===== src/rtl/pipeline_hazard_controller_pkg.sv =====
// Shared definitions for the pipeline hazard controller: FSM encoding,
// register-zero constant and default parameter values.
package pipeline_hazard_controller_pkg;

  typedef enum logic {
    ST_RUN    = 1'b0,
    ST_MULDIV = 1'b1
  } ctrlState_t;

  localparam logic [4:0] REG_ZERO               = 5'd0;
  localparam int         CNT_W_DEFAULT          = 16;
  localparam int         MULDIV_LATENCY_DEFAULT = 4;

  // Occupancy counter width; never narrower than one bit so latency 1 still elaborates.
  function automatic int countWidth(input int latency);
    return (latency > 1) ? $clog2(latency) : 1;
  endfunction

endpackage


===== src/rtl/pipeline_hazard_controller_load_use_detect.sv =====
// Combinational load-use hazard compare between the load in EX and the
// source operands of the instruction in ID.
module load_use_detect
  import pipeline_hazard_controller_pkg::*;
(
  input  logic [4:0] ID_Rs,
  input  logic [4:0] ID_Rt,
  input  logic       ID_UsesRs,
  input  logic       ID_UsesRt,
  input  logic       EX_MemRead,
  input  logic       EX_RegWrite,
  input  logic [4:0] EX_WriteReg,
  output logic       LoadUse
);

  // r0 is hardwired to zero, so a load targeting it never creates a dependency.
  assign LoadUse = EX_MemRead && EX_RegWrite && (EX_WriteReg != REG_ZERO) &&
                   ((ID_UsesRs && (ID_Rs == EX_WriteReg)) ||
                    (ID_UsesRt && (ID_Rt == EX_WriteReg)));

endmodule


===== src/rtl/pipeline_hazard_controller.sv =====
// Stall/flush sequencer for the 5-stage pipeline: load-use stalls, branch
// flushes, multi-cycle mul/div occupancy of EX, memory freezes, perf counters.
module pipeline_hazard_controller
  import pipeline_hazard_controller_pkg::*;
#(
  parameter int MULDIV_LATENCY = MULDIV_LATENCY_DEFAULT,
  parameter int CNT_W          = CNT_W_DEFAULT
) (
  input  logic             Clock,
  input  logic             Reset,
  input  logic [4:0]       ID_Rs,
  input  logic [4:0]       ID_Rt,
  input  logic             ID_UsesRs,
  input  logic             ID_UsesRt,
  input  logic             ID_MulDiv,
  input  logic             EX_MemRead,
  input  logic             EX_RegWrite,
  input  logic [4:0]       EX_WriteReg,
  input  logic             EX_BranchTaken,
  input  logic             MemStall,
  output logic             PCWrite,
  output logic             IFID_Write,
  output logic             IFID_Flush,
  output logic             IDEX_Write,
  output logic             IDEX_Bubble,
  output logic             EXMEM_Write,
  output logic             EXMEM_Bubble,
  output logic             Busy,
  output logic [CNT_W-1:0] StallCycles,
  output logic [CNT_W-1:0] FlushCount
);

  localparam int COUNT_W = countWidth(MULDIV_LATENCY);
  localparam logic [COUNT_W-1:0] COUNT_INIT =
    (MULDIV_LATENCY > 1) ? COUNT_W'(MULDIV_LATENCY - 2) : '0;

  ctrlState_t       state, nextState;
  logic [COUNT_W-1:0] count, nextCount;
  logic             loadUse;
  logic             branchFlush;

  load_use_detect u_loadUse (
    .ID_Rs      (ID_Rs),
    .ID_Rt      (ID_Rt),
    .ID_UsesRs  (ID_UsesRs),
    .ID_UsesRt  (ID_UsesRt),
    .EX_MemRead (EX_MemRead),
    .EX_RegWrite(EX_RegWrite),
    .EX_WriteReg(EX_WriteReg),
    .LoadUse    (loadUse)
  );

  // NOTE: every signal gets a default before the case so no path infers a latch.
  always_comb begin
    PCWrite      = 1'b1;
    IFID_Write   = 1'b1;
    IFID_Flush   = 1'b0;
    IDEX_Write   = 1'b1;
    IDEX_Bubble  = 1'b0;
    EXMEM_Write  = 1'b1;
    EXMEM_Bubble = 1'b0;
    Busy         = 1'b0;
    nextState    = state;
    nextCount    = count;
    branchFlush  = 1'b0;

    if (Reset) begin
      PCWrite      = 1'b0;
      IFID_Write   = 1'b0;
      IFID_Flush   = 1'b1;
      IDEX_Bubble  = 1'b1;
      EXMEM_Bubble = 1'b1;
    end else begin
      unique case (state)
        ST_RUN: begin
          if (MemStall) begin
            PCWrite     = 1'b0;
            IFID_Write  = 1'b0;
            IDEX_Write  = 1'b0;
            EXMEM_Write = 1'b0;
          end else if (EX_BranchTaken) begin
            IFID_Flush  = 1'b1;
            IDEX_Bubble = 1'b1;
            branchFlush = 1'b1;
          end else if (loadUse) begin
            PCWrite     = 1'b0;
            IFID_Write  = 1'b0;
            IDEX_Bubble = 1'b1;
          end else if (ID_MulDiv && (MULDIV_LATENCY > 1)) begin
            nextState = ST_MULDIV;
            nextCount = COUNT_INIT;
          end
        end
        // Every MULDIV cycle is a stall; the mul/div's last EX cycle happens back in RUN.
        ST_MULDIV: begin
          Busy = 1'b1;
          if (MemStall) begin
            PCWrite     = 1'b0;
            IFID_Write  = 1'b0;
            IDEX_Write  = 1'b0;
            EXMEM_Write = 1'b0;
          end else begin
            PCWrite      = 1'b0;
            IFID_Write   = 1'b0;
            IDEX_Write   = 1'b0;
            EXMEM_Bubble = 1'b1;
            if (count == '0) nextState = ST_RUN;
            else             nextCount = count - COUNT_W'(1);
          end
        end
        default: nextState = ST_RUN;
      endcase
    end
  end

  // NOTE: sequential state uses non-blocking assignments so all registers update together.
  always_ff @(posedge Clock or posedge Reset) begin
    if (Reset) begin
      state       <= ST_RUN;
      count       <= '0;
      StallCycles <= '0;
      FlushCount  <= '0;
    end else begin
      state <= nextState;
      count <= nextCount;
      if (!PCWrite && (StallCycles != '1)) StallCycles <= StallCycles + CNT_W'(1);
      if (branchFlush && (FlushCount != '1)) FlushCount <= FlushCount + CNT_W'(1);
    end
  end

endmodule


===== config.mk =====
export PLATFORM = sky130hd
export DESIGN_NAME = pipeline_hazard_controller
export DESIGN_NICKNAME = d
export VERILOG_FILES = /design/src/rtl/pipeline_hazard_controller_pkg.sv /design/src/rtl/pipeline_hazard_controller_load_use_detect.sv /design/src/rtl/pipeline_hazard_controller.sv
export SDC_FILE = /design/constraint.sdc
export NUM_CORES = 1
export LEC_CHECK = 0
export ABC_AREA = 1
export CORE_ASPECT_RATIO = 0.9
export CORE_MARGIN = 1
export CORE_UTILIZATION = 40
export CTS_BUF_LIST = sky130_fd_sc_hd__clkbuf_16
export CTS_CLUSTER_DIAMETER = 40
export DETAILED_ROUTE_END_ITERATION = 8
export PLACE_DENSITY = 0.78
export SETUP_SLACK_MARGIN = 0.3
export SYNTH_ARGS = -nofsm -noshare
export SYNTH_HDL_FRONTEND = slang
export SYNTH_SLANG_ARGS = --single-unit

===== constraint.sdc =====
create_clock -name Clock -period 2.2 [get_ports Clock]
set_clock_uncertainty 0.15 [all_clocks]
set_input_delay 0.33 -clock Clock [delete_from_list [all_inputs] [get_ports Clock]]
set_output_delay 0.33 -clock Clock [all_outputs]
set_load 0.02 [all_outputs]

==> insert_results.sql <==
INSERT INTO impl_metrics (metric_group, metric, value, unit) VALUES
('critical_path', 'cp_data_arrival_time', '1380', 'ps'),
('cts', 'h_tree_level_count', '2', ''),
('global_route', 'grt_first_pass_wirelength', '10.1', 'mm'),
('layout', 'nets', '443', ''),
('pwr', 'totalPowerFinal', '2630', 'µW'),
('die', 'pin_count', '64', ''),
('synthesis', 'synth.area.top_cells', 'dfrtp_1 (38%), nand2_1 (20%), nand3_1 (7.1%)', ''),
('layout', 'layout-drive-gt1-share', '0.175', ''),
('cts', 'cts_hold_repair.buffers', '0', ''),
('sta', 'setup_slack', '342', 'ps'),
('synthesis', 'yosysTopAreaCell', 'dfrtp_1', ''),
('sta', 'fin_hold_ws', '130', 'ps'),
('synthesis', 'syn_inst', '329', ''),
('die', 'die-height', '74.4', 'µm'),
('sta', 'maxSlewViolCount', '0', ''),
('cts', 'clock-root-buffer', 'clkbuf_16', ''),
('synthesis', 'synth.lib_cells_used.distinct', '25', ''),
('critical_path', 'crit_path_end_kind', 'primary output', ''),
('pwr', 'seq_power_share', '0.357', ''),
('global_route', 'grt_use_total', '0.214', ''),
('cts', 'cts-buffers-inserted', '5', ''),
('detailed_routing', 'wl_per_cell', '12.7', 'µm'),
('critical_path', 'worstPathRequired', '1720', 'ps'),
('cts', 'cts_tree', 'yes', ''),
('layout', 'finish.utilization', '0.606', ''),
('placed_design', 'placed_cells_incl_taps', '470', ''),
('pwr', 'total_leakage_power', '0.00165', 'µW'),
('detailed_routing', 'detailroute.via_count', '2399', ''),
('sta', 'hold_violations', '0', ''),
('sta', 'min_period', '1860', 'ps'),
('global_route', 'grt_pass1_vias', '2312', ''),
('critical_path', 'path_buf_inv', '1', ''),
('pwr', 'share_clk_of_total_power', '0.250', ''),
('synthesis', 'yosys_warnings', '0', ''),
('global_route', 'grt_start_max_net_pins', '19', ''),
('run_status', 'status', 'finished, final reports clean', ''),
('critical_path', 'worstSetupStartpointType', 'flop', ''),
('die', 'fp-row-count', '25', ''),
('synthesis', 'syn-num-nets', '356', ''),
('critical_path', 'maximum_fanout_count_along_the_critical_path', '6', ''),
('detailed_routing', 'route.antenna.remaining_nets', '0', ''),
('die', 'die-area', '6130', 'µm²'),
('cts', 'cts.reportedPaths.clkPinSlew', '50', 'ps'),
('flow_run', 'timing.max_cap.violations', '0', ''),
('sta', 'timing.max_slew.rel_slack', '0.640', ''),
('synthesis', 'share_of_the_synthesized_area_in_the_top_cell_type', '0.376', ''),
('critical_path', 'family_with_the_most_delay_on_the_worst_path', 'buffers and inverters', ''),
('pwr', 'power_switching', '967', 'µW'),
('synthesis', 'post_synth.cell_area_avg', '7.08', 'µm²'),
('layout', 'finish.cell_count_without_fillers', '484', ''),
('pwr', 'power.ir.vdd_worst', '668', 'µV'),
('pwr', 'power-per-cell-area', '798', 'nW/µm²'),
('detailed_routing', 'remaining_drc_errors', '0', ''),
('cts', 'numClockSinks', '35', ''),
('sta', 'grt_setup_unrepaired', 'false', ''),
('detailed_routing', 'drt_iter0_markers', '157', ''),
('cts', 'clockBufferDepth', '2', ''),
('global_route', 'number_of_antenna_violations_at_the_first_check_in_global_routing', '0', ''),
('placed_design', 'placement.io_buffers', '63', ''),
('critical_path', 'path_cells', 'clkdlybuf4s50_1', ''),
('placed_design', 'place_ws', '-464', 'ps'),
('detailed_routing', 'via_per_inst', '4.96', ''),
('pwr', 'p_sw_frac', '0.367', ''),
('detailed_routing', 'finalWirelength', '6.15', 'mm'),
('die', 'coreArea', '5440', 'µm²'),
('placed_design', 'globalplace.congestion', '0.942', ''),
('sta', 'fin_crit_sh', '0.845', ''),
('min_path', 'hp-class', 'input port to async pin', ''),
('layout', 'insertedDiodeCount', '0', ''),
('pwr', 'comb_power_share', '0.393', ''),
('critical_path', 'critPathKind', 'flop to primary output', '');
cell usage in the layout, fill, tap and decap left out, types with 10 or more instances in the layout:
cell / Yosys / final
xnor2_1: 12 / 12
nand3_1: 33 / 32
clkbuf_2: 1 / 10
clkdlybuf4s50_1: 0 / 36
xor2_1: 13 / 13
nor2_1: 25 / 22
dfrtp_1: 35 / 34
inv_1: 38 / 33
nand2_1: 123 / 121
buf_4: 1 / 24
worst min-delay path, stage by stage:
cell and delay (ps):
dlygate4sd2_1 260, clkinvlp_4 110, buf_4 200
state kept, by name, summed over array words and instances, names as in the netlist:
| name | count |
|---|---|
| FlushCount | 16 |
| StallCycles | 16 |
| count | 2 |
| state | 1 |
metal layers:
metal | wire, µm | track usage
met1 | 2620 | 0.267
met2 | 3070 | 0.366
met3 | 322 | 0.0356
met4 | 136 | 0.0858
met5 | 0 | 0
metrics by stage:
stage / TNS, ps / instance area (µm²)
2_1_floorplan: 0 / 2330
3_3_place_gp: -2110 / 3130
3_5_place_dp: -3680 / 3130
4_1_cts: 0 / 3250
5_1_grt: 0 / 3300
6_report: 0 / 3300
layout make-up:
class	count	area, µm²
Timing Repair Buffer	86	754
Clock buffer	5	125
Inverter	40	154
Multi-Input combinational cell	248	1290
Fill cell	494	2140
Clock inverter	3	11.3
Tap cell	67	83.8
Sequential cell	35	877
Yosys cell counts:
master / instances
nor3_2: 1
buf_4: 1
nor2_2: 5
ha_1: 3
nor2_1: 25
nand4_4: 1
nor3b_4: 1
nand3_2: 2
xnor2_1: 12
buf_2: 1
nor4_1: 1
o21bai_1: 1
inv_1: 38
nand4_1: 6
xor2_1: 13
nand2_4: 2
buf_6: 3
nand3_1: 33
nor3_1: 8
inv_2: 2
clkbuf_2: 1
dfrtp_1: 35
o21ai_0: 8
nand2_1: 123
nand2_2: 3
power groups by stage:
stage          Sequential (µW)  Clock [µW]  Combinational [µW]
3_5_place_dp               950           0                 977
5_1_grt                    963         705                1130
3_3_place_gp               946           0                 936
6_report                   941         658                1030
4_1_cts                    946         673                 964
2_1_floorplan             1040           0                 459
timing repair:
action	4_1_cts	5_1_grt
endpoints found under the setup margin	24	24
gates cloned	0	0
endpoints found under the hold margin	0	0
gates resized for setup	53	30
setup buffers	0	6
pin swaps	15	18
logic make-up (layout without fill, tap and decap cells):
kind of cell    Yosys count  in the layout  share of synthesized area
compound gates            9              9                     0.0204
xor+xnor                 25             25                     0.0940
fa+ha+maj                 3              3                     0.0161
buf+inv                  46            134                     0.0865
flops                    35             35                      0.376
simple gates            211            211                      0.407
path summary, 6_finish.rpt:
path	start	end	slack [ps]	cells after the start
worst max-delay path	StallCycles[6]	StallCycles[6]	340	1
worst min-delay path	Reset	FlushCount[15]	130	3
worst max register to register	FlushCount[3]	FlushCount[7]	390	9
worst min register to register	count[0]	count[0]	350	2
max in group asynchronous	Reset	StallCycles[12]	1530	4
min in group Clock	count[0]	count[0]	350	2
(Power assumes the default switching activity.)
